--- config.mk ---
export PLATFORM = sky130hd
export DESIGN_NAME = sixteen_points_collector
export DESIGN_NICKNAME = d
export VERILOG_FILES = /design/src/rtl/fft_pkg.sv /design/src/rtl/sixteen_points_collector.sv
export SDC_FILE = /design/constraint.sdc
export NUM_CORES = 1
export LEC_CHECK = 0
export BUFFER_PORTS_ARGS = -buffer_cell sky130_fd_sc_hd__buf_4
export CAP_MARGIN = 20
export CORE_MARGIN = 4
export CORE_UTILIZATION = 38
export DETAILED_ROUTE_END_ITERATION = 10
export GPL_TIMING_DRIVEN = 1
export PLACE_DENSITY = 0.63
export RECOVER_POWER = 50
export SYNTH_ARGS = -nofsm -noshare
export SYNTH_HDL_FRONTEND = slang
export SYNTH_SLANG_ARGS = --single-unit
--- constraint.sdc ---
create_clock -name clk -period 28.5 [get_ports clk]
set_input_delay 1.425 -clock clk [delete_from_list [all_inputs] [get_ports clk]]
set_output_delay 1.425 -clock clk [all_outputs]
set_load 0.005 [all_outputs]
--- src/rtl/fft_pkg.sv ---
// fft_pkg: shared widths, sizes and state type for the 16-point FFT datapath
package fft_pkg;
  localparam int DATA_W = 16;
  localparam int N_PTS = 16;
  localparam int CNT_W = $clog2(N_PTS);
  localparam int FCNT_W = 8;
  typedef enum logic {IDLE, FILL} state_t;
endpackage

--- src/rtl/sixteen_points_collector.sv ---
// sixteen_points_collector: assembles 16 serial samples into a parallel frame with a one-cycle en strobe
module sixteen_points_collector
  import fft_pkg::*;
(
  input  logic              clk,
  input  logic              rst,
  input  logic              in_valid,
  input  logic [DATA_W-1:0] din,
  input  logic              clear,
  output logic [DATA_W-1:0] x0,
  output logic [DATA_W-1:0] x1,
  output logic [DATA_W-1:0] x2,
  output logic [DATA_W-1:0] x3,
  output logic [DATA_W-1:0] x4,
  output logic [DATA_W-1:0] x5,
  output logic [DATA_W-1:0] x6,
  output logic [DATA_W-1:0] x7,
  output logic [DATA_W-1:0] x8,
  output logic [DATA_W-1:0] x9,
  output logic [DATA_W-1:0] x10,
  output logic [DATA_W-1:0] x11,
  output logic [DATA_W-1:0] x12,
  output logic [DATA_W-1:0] x13,
  output logic [DATA_W-1:0] x14,
  output logic [DATA_W-1:0] x15,
  output logic              en,
  output logic              busy,
  output logic [FCNT_W-1:0] frame_cnt
);
  localparam logic [CNT_W-1:0] LAST = CNT_W'(N_PTS - 1);
  state_t state, state_n;
  logic [CNT_W-1:0] cnt, cnt_n, widx;
  logic done, wr;
  // The last sample lands straight in the output bank, so col needs only 15 slots
  logic [DATA_W-1:0] col [N_PTS-1];
  logic [DATA_W-1:0] out [N_PTS];
  always_comb begin
    done = in_valid && !clear && cnt == LAST;
    wr = in_valid && !done;
    widx = clear ? '0 : cnt;
    cnt_n = clear ? CNT_W'(in_valid) : (in_valid ? cnt + 1'b1 : cnt);
    state_n = (cnt_n == '0) ? IDLE : FILL;
  end
  always_ff @(posedge clk) begin
    if (!rst) begin
      state <= IDLE;
      cnt <= '0;
      en <= 1'b0;
      frame_cnt <= '0;
      for (int i = 0; i < N_PTS - 1; i++) col[i] <= '0;
      for (int i = 0; i < N_PTS; i++) out[i] <= '0;
    end else begin
      state <= state_n;
      cnt <= cnt_n;
      en <= done;
      if (wr) col[widx] <= din;
      if (done) begin
        for (int i = 0; i < N_PTS - 1; i++) out[i] <= col[i];
        out[N_PTS-1] <= din;
        frame_cnt <= frame_cnt + 1'b1;
      end
    end
  end
  assign busy = state == FILL;
  assign x0 = out[0];
  assign x1 = out[1];
  assign x2 = out[2];
  assign x3 = out[3];
  assign x4 = out[4];
  assign x5 = out[5];
  assign x6 = out[6];
  assign x7 = out[7];
  assign x8 = out[8];
  assign x9 = out[9];
  assign x10 = out[10];
  assign x11 = out[11];
  assign x12 = out[12];
  assign x13 = out[13];
  assign x14 = out[14];
  assign x15 = out[15];
endmodule
== After elaboration in Yosys (flattened, before gate mapping) ==
Memory sizes are Yosys's and may differ from the RTL's.
Cells that the tools add are included.
W data, S select, Z words.
Operators by class
  add/subtract/negate cells: 2
  eq/ne operators: 1
  muxes and demuxes: 30
  bitwise logic cells: 16
  reductions and logical operators: 7
Operator list (count)
  $mux W16: 17
  $mux W4: 4
  $or A1 B1 Y1: 16
  $reduce_or A16 Y1: 1
  $mux W1: 9
  $add A8 B1 Y8 const B: 1
  $add A4 B1 Y4 const B: 1
  $eq A4 B4 Y1 const B: 1
  $logic_not A4 Y1: 1
  $logic_and A1 B1 Y1: 3
  $logic_not A1 Y1: 2
Word-level totals
  register bits: 14
  RAM bits: 496
  bits of input ports: 20
  output and inout port bits: 266
  word-level logic and storage cells: 62
  memories: 2
Memories
  out: words 16, bits a word 16, read ports 16, clocked after Yosys merged registers in 0, write ports 16, RTL line sixteen_points_collector.sv:36  | logic [DATA_W-1:0] out [N_PTS];
  col: words 15, bits a word 16, read ports 15, clocked after Yosys merged registers in 0, write ports 15, RTL line sixteen_points_collector.sv:35  | logic [DATA_W-1:0] col [N_PTS-1];

== Logic depth before layout (Yosys ltp) ==
Gate-level depths: netlist (run 1).
  word-level depth: 10
  depth in mapped cells: 7
  depth with buffers taken out: 4

== Worst setup path before layout (run 1) ==
Ideal clock, no wire load.
  path type: input -> register
  start point: input clear
  end point: memory out[0][0], enable pin
  setup time: 1227 ps
  arrival time: 19607 ps
  required time: 27273 ps
  slack: 7665 ps
  stages on the path: 3
  buffers on the path: 1
  cells stage by stage: nand3b_1 > buf_2 > o21ai_0
RTL lines
  from (decl): RTL line sixteen_points_collector.sv:9  | input logic clear,
  to (decl): RTL line sixteen_points_collector.sv:36

==> impl_metrics.json, run 1 <==
{
  "critPathKind": "in -> reg",
  "hold_viol_final": 0,
  "place.detailed.hpwl_mm": 29.9,
  "startpoint": "rst",
  "ant_nets": 0,
  "status": "finished, violations left",
  "finalClockSkew_ps": 21.0,
  "wirelength_mm": 46.2,
  "clock-sinks": 510,
  "placed_cell_area_mm2": 0.0218,
  "area_growth_pct": 22.6,
  "p_seq_share_pct": 53.0,
  "finalCritPeriodShare_pct": 22.2,
  "synth-seq-cells": 510,
  "grt_pass1_wl_mm": 67.6,
  "yosys_most_used_dff": "edfxtp_1",
  "drive_above_1_share_pct": 20.8,
  "cts_resized": 0,
  "cts_buffer_depth": 3,
  "gp_congestion": 0.798,
  "report.final.slew_viol_count": 449,
  "num_vias": 10392,
  "crit_path_end_kind": "register",
  "start_util_pct": 38.5,
  "relSlewSlack_pct": -93.1,
  "required_ps": 28570,
  "post_cts_buffers": 0,
  "max-vdd-ir-drop_v": 0.0000409,
  "netlist_area_mm2": 0.0189,
  "path_depth": 3,
  "synth_fp_nets": 1233,
  "max_stage_delay_ps": 2040,
  "die-width_um": 231,
  "cp_data_arrival_time_ps": 6400,
  "cp-start-kind": "primary input",
  "cp_common_cell": "clkbuf_1",
  "reg2reg_from": "cnt[1]$_SDFF_PN0_",
  "synth_edf_count": 496,
  "clk-insertion-delay-late_ps": 580,
  "min_path_type": "reg -> reg",
  "ctsHoldBuffers": 0,
  "grt_pass1_vias": 10502,
  "critPathMaxFanout": 63,
  "rsz0062_at_grt": "false",
  "fmax_mhz": 158,
  "worstPathCellList": "clkbuf_1 > clkbuf_1 > nand2b_1",
  "overflow": 0,
  "pwr-share-clk_pct": 43.1,
  "core_area_mm2": 0.0492,
  "drc_errors": 0,
  "cts_made_buffers": 50,
  "tns_ps": 0,
  "violations": "max-capacitance violations, max-slew violations",
  "fin_nets": 1524,
  "grt_max_degree": 82,
  "power_density_mw_per_mm2": 70.0,
  "antenna_found_initial": 2,
  "fp.dieH_um": 231,
  "async_flop_share_pct": 0,
  "synth_cell_type_count": 42,
  "io_buffers": 285,
  "cts_max_level": 2,
  "postLayoutCellArea_mm2": 0.0232,
  "diodes": 0,
  "swShare_pct": 20.1,
  "p_leak_nw": 8.48,
  "ys_seq_area_share_pct": 80.1,
  "tightest_slew_ps": 2900,
  "period_needed_ps": 6340,
  "p_int_mw": 1.30,
  "syn_avg_cell_area_um2": 15.6,
  "setup_viol": 0,
  "wire_per_inst_um": 20.9,
  "crit_family": "buffers and inverters",
  "cts_tree": "done",
  "p_comb_share_pct": 3.9,
  "clk_transition_reported_paths_ps": 60,
  "synthCells": 1211,
  "grt_use_total_pct": 17.0,
  "vias_per_cell": 4.71,
  "cts_root_buf": "clkbuf_16",
  "reg2reg_to": "out[1][101]$_SDFFCE_PN0P_",
  "p_sw_mw": 0.326,
  "floorplan.rows": 81,
  "finish.utilization_pct": 47.2,
  "yosysWarnings": 0,
  "cap_violations": 10,
  "worstSetupEndpoint": "col[10][9]$_SDFFCE_PN0P_",
  "die_area_mm2": 0.0535,
  "pin_count": 286,
  "firstDrtPassIters": 7,
  "drtIter0Drc": 889,
  "r2r_cells": 5,
  "rrSetupSlack_ps": 24050,
  "cp.buffers_inverters": 2,
  "worst_path_max_delay_cell": "clkbuf_1"
}
==> per-layer routing <==
| layer | global-route usage [%] | wire [um] | up-vias |
|---|---|---|---|
| li1 | - | - | 4804 |
| met1 | 22.6 | 19400 | 5160 |
| met2 | 27.5 | 22200 | 355 |
| met3 | 3.61 | 2860 | 73 |
| met4 | 6.78 | 1740 | 0 |
| met5 | 0 | 0 | - |
==> worst register-to-register path: stages, from the launching register on <==
cell      delay [ps]
dfxtp_1          520
ha_1             400
nand2_1          210
o21ai_0          250
clkbuf_1        1710
buf_4            950
==> cell usage in the layout (no fill, tap or decap), types with 3 or more instances in the layout <==
cell,instances
a21oi_1,8
and2_0,124
and2_1,196
buf_4,32
bufinv_16,10
clkbuf_1,83
clkbuf_16,51
clkbuf_4,198
clkbuf_8,3
clkinv_1,4
clkinv_2,10
clkinvlp_4,3
dfxtp_1,14
edfxtp_1,496
inv_1,5
nand2_1,53
nand2b_1,3
nor2_1,180
o21ai_0,4
o21ai_1,8
o21ai_2,6
o31ai_1,5
or3_1,5
or4_1,5
==> how the worst min path moves through the flow <==
stage | start | to | slack, ps | depth (start not counted)
6_report | col[10][9]$_SDFFCE_PN0P_ | out[1][41]$_SDFFCE_PN0P_ | 510 | 1
5_1_grt | col[10][9]$_SDFFCE_PN0P_ | out[1][41]$_SDFFCE_PN0P_ | 520 | 1
3_3_place_gp | col[7][10]$_SDFFCE_PN0P_ | out[0][122]$_SDFFCE_PN0P_ | 500 | 1
4_1_cts | col[10][9]$_SDFFCE_PN0P_ | out[1][41]$_SDFFCE_PN0P_ | 500 | 1
2_1_floorplan | frame_cnt[7]$_SDFFE_PN0P_ | frame_cnt[7]$_SDFFE_PN0P_ | 470 | 2
3_5_place_dp | col[3][14]$_SDFFCE_PN0P_ | out[0][62]$_SDFFCE_PN0P_ | 500 | 1
==> flip-flops by register name (all words and copies together), names as in the netlist <==
| signal | count |
|---|---|
| col | 240 |
| busy | 1 |
| cnt | 4 |
| out | 256 |
| en | 1 |
| frame_cnt | 8 |
==> final cells by class <==
class | count | area, um^2
clock buffers | 64 | 1360
clock inverters | 29 | 405
flip-flops and latches | 510 | 15200
multi-input cells | 629 | 3420
inverters | 6 | 22.5
fillers | 4235 | 25900
well taps | 664 | 831
repair buffers | 305 | 2010
==> power by group through the flow <==
stage	registers [mW]	logic (mW)	clock network [mW]
3_5_place_dp	0.877	0.0702	0
6_report	0.861	0.0640	0.700
2_1_floorplan	0.886	0.0219	0
3_3_place_gp	0.878	0.0691	0
4_1_cts	0.862	0.0704	0.713
5_1_grt	0.863	0.0695	0.747
==> through the flow <==
| stage | hold slack, ps | worst slack, ps | total power, mW | cells |
|---|---|---|---|---|
| floorplan | 468 | 7670 | 0.908 | 1211 |
| global placement | 499 | 24080 | 0.947 | 2113 |
| detailed placement | 502 | 24010 | 0.947 | 2113 |
| finish | 508 | 22160 | 1.63 | 2207 |
| global route | 518 | 21540 | 1.68 | 2207 |
| CTS | 503 | 24610 | 1.65 | 2206 |
==> synthesized netlist by cell type, types with 2 or more instances <==
cell type	n	area [um^2]
a21oi_1	8	40.0
and2_1	320	2000
and3b_1	2	17.5
buf_2	30	150
buf_6	2	22.5
clkbuf_1	33	124
dfxtp_1	14	280
edfxtp_1	496	14900
ha_1	2	25.0
inv_1	4	15.0
inv_2	2	7.51
nand2_1	52	195
nand2b_1	3	18.8
nand3b_1	2	15.0
nand4_1	2	12.5
nand4b_1	2	17.5
nor2_1	180	676
nor3_2	2	20.0
o211ai_1	2	15.0
o21ai_0	8	40.0
o21ai_1	10	50.1
o21ba_2	2	20.0
o21bai_1	2	15.0
o31ai_1	5	37.5
or3_1	5	31.3
or4_1	5	37.5
==> kinds of logic (layout without fill, tap and decap cells) <==
group | Yosys count | after routing | synth area share, %
buf+inv | 72 | 404 | 1.72
flops | 510 | 510 | 80.1
xor+xnor | 2 | 2 | 0.0925
compound gates | 38 | 38 | 1.19
fa+ha+maj | 2 | 2 | 0.132
mux | 1 | 1 | 0.0528
simple gates | 586 | 586 | 16.7
Power figures use the tool's default switching activity.
==> inputs of run 2 (changes only) <==
==> constraint.sdc (replaced) <==
create_clock -name clk -period 6.1 [get_ports clk]
set_input_delay 0.305 -clock clk [delete_from_list [all_inputs] [get_ports clk]]
set_output_delay 0.305 -clock clk [all_outputs]
set_load 0.005 [all_outputs]
==> run 2 against run 1 <==
Compared with the run above: the flow still finishes with violations (max-capacitance violations, max-slew violations); first-iteration DRC count shrank 12%; non-clock buffer count is 3 lower; final area fell by 0.25%; via count fell by 0.27%; worst setup slack lost 20000 ps; die area unchanged; flip-flop and latch count unchanged; combinational power grew to 4.6 times the previous value; utilization shrank 0.12 points; critical path depth unchanged; clock power rose to 4.4 times the previous value; total power rose to 4.6 times the previous value; largest cell class unchanged; largest power group unchanged; highest routed layer unchanged.
==> impl_metrics.json, run 2 (same netlist as run 1, synthesis figures left out) <==
{
  "die_area_mm2": 0.0535,
  "cap_violations": 6,
  "mostFrequentLayoutCell": "edfxtp_1",
  "wire_per_inst_um": 20.8,
  "grt_max_degree": 174,
  "top_register": "out",
  "p_seq_share_pct": 54.3,
  "io_buffers": 285,
  "hold_viol_final": 0,
  "fin_nets": 1521,
  "post_cts_buffers": 0,
  "p_int_mw": 5.89,
  "n_fill_cell": 4297,
  "grt_pass1_wl_mm": 65.8,
  "swShare_pct": 20.5,
  "ant_nets": 0,
  "power_density_mw_per_mm2": 320,
  "vias_per_cell": 4.70,
  "drc_errors": 0,
  "cp-start-kind": "register",
  "finalCritPeriodShare_pct": 64.5,
  "floorplan.rows": 81,
  "worstSetupEndpoint": "col[10][14]$_SDFFCE_PN0P_",
  "tns_ps": 0,
  "cts_root_buf": "clkbuf_16",
  "cp_data_arrival_time_ps": 4130,
  "fmax_mhz": 254,
  "min_path_type": "in -> reg",
  "required_ps": 6290,
  "cts_tree": "done",
  "pwr-share-clk_pct": 41.7,
  "wirelength_mm": 45.8,
  "rrSetupSlack_ps": 2170,
  "cts_buffer_depth": 3,
  "largest_reg_flops": 256,
  "finalClockSkew_ps": 29.0,
  "relSlewSlack_pct": -62.9,
  "reg2reg_to": "col[10][14]$_SDFFCE_PN0P_",
  "period_needed_ps": 3930,
  "p_comb_share_pct": 4.0,
  "violations": "max-capacitance violations, max-slew violations",
  "grt_pass1_vias": 10281,
  "p_sw_mw": 1.52,
  "clk-insertion-delay-late_ps": 590,
  "pin_count": 286,
  "critPathKind": "reg -> reg",
  "ctsHoldBuffers": 0,
  "rsz0062_at_grt": "false",
  "place_ws_ps": 2430,
  "crit_path_end_kind": "register",
  "clk_transition_reported_paths_ps": 60,
  "place.detailed.hpwl_mm": 29.9,
  "r2r_cells": 3,
  "cts_max_level": 2,
  "clock-sinks": 510,
  "worst_slack_ps": 2170,
  "start_util_pct": 38.5,
  "firstDrtPassIters": 5,
  "critPathMaxFanout": 17,
  "drive_above_1_share_pct": 21.2,
  "num_vias": 10364,
  "grt_use_total_pct": 16.6,
  "status": "finished, violations left",
  "gp_congestion": 0.780,
  "setup_viol": 0,
  "cts_made_buffers": 50,
  "report.final.slew_viol_count": 201,
  "final_cell_mix": "edfxtp_1 (496), clkbuf_4 (212), and2_1 (197)",
  "reg_top3": "out (256), col (240), frame_cnt (8)",
  "antenna_found_initial": 3,
  "die-width_um": 231,
  "drtIter0Drc": 778,
  "area_growth_pct": 22.3,
  "p_leak_nw": 8.46,
  "max-vdd-ir-drop_v": 0.000178,
  "core_area_mm2": 0.0492,
  "cts_resized": 0,
  "reg2reg_from": "cnt[1]$_SDFF_PN0_",
  "startpoint": "cnt[1]$_SDFF_PN0_",
  "overflow": 0,
  "tightest_slew_ps": 2440,
  "fp.dieH_um": 231
}
[run 2: cell type report]
type	instances	area (um^2)	share of cell area (%)
Antenna cell	3	7.51	0.0324
Clock inverter	23	284	1.23
Clock buffer	70	1360	5.86
Sequential cell	510	15200	65.5
Inverter	6	22.5	0.0972
Tap cell	664	831	3.59
Multi-Input combinational cell	629	3430	14.8
Timing Repair Buffer	302	2060	8.89
[run 2: critical path, stage by stage (launching register included)]
cell and delay (ps):
dfxtp_1 500, or3b_1 540, nor4b_1 1770, nand2b_1 740
[run 2: per-stage QoR]
| step | utilization, % | power (mW) | hold WS, ps | cells | cell area (um^2) |
|---|---|---|---|---|---|
| 6_report | 47.1 | 7.41 | 84.7 | 2207 | 23200 |
| 4_1_cts | 47.6 | 7.51 | 50.1 | 2202 | 23400 |
| 5_1_grt | 47.1 | 7.65 | 95.5 | 2206 | 23200 |
| 2_1_floorplan | - | 4.20 | 468 | 1211 | 19000 |
| 3_5_place_dp | 44.3 | 4.42 | 485 | 2109 | 21800 |
| 3_3_place_gp | 44.3 | 4.42 | 485 | 2109 | 21800 |
[run 2: power groups by stage]
stage / Sequential [mW] / Combinational [mW] / Clock (mW)
6_report: 4.03 / 0.295 / 3.09
3_5_place_dp: 4.10 / 0.319 / 0
5_1_grt: 4.04 / 0.321 / 3.30
3_3_place_gp: 4.10 / 0.314 / 0
4_1_cts: 4.03 / 0.320 / 3.16
2_1_floorplan: 4.09 / 0.103 / 0
[run 2: worst min-delay path by stage]
stage | start | endpoint | slack, ps | cells past startpoint
2_1_floorplan | frame_cnt[7]$_SDFFE_PN0P_ | frame_cnt[7]$_SDFFE_PN0P_ | 470 | 2
3_3_place_gp | frame_cnt[7]$_SDFFE_PN0P_ | frame_cnt[7]$_SDFFE_PN0P_ | 480 | 2
3_5_place_dp | frame_cnt[7]$_SDFFE_PN0P_ | frame_cnt[7]$_SDFFE_PN0P_ | 490 | 2
4_1_cts | in_valid | cnt[0]$_SDFF_PN0_ | 50 | 3
5_1_grt | in_valid | cnt[0]$_SDFF_PN0_ | 100 | 3
6_report | in_valid | cnt[0]$_SDFF_PN0_ | 80 | 3
[run 2: layer usage]
| metal | vias to the layer above | part of all wire, % | global-route usage, % |
|---|---|---|---|
| li1 | 4815 | - | - |
| met1 | 5157 | 41 | 21.2 |
| met2 | 313 | 49 | 27.3 |
| met3 | 79 | 7.5 | 4.67 |
| met4 | 0 | 2.8 | 5.81 |
| met5 | - | 0 | 0 |
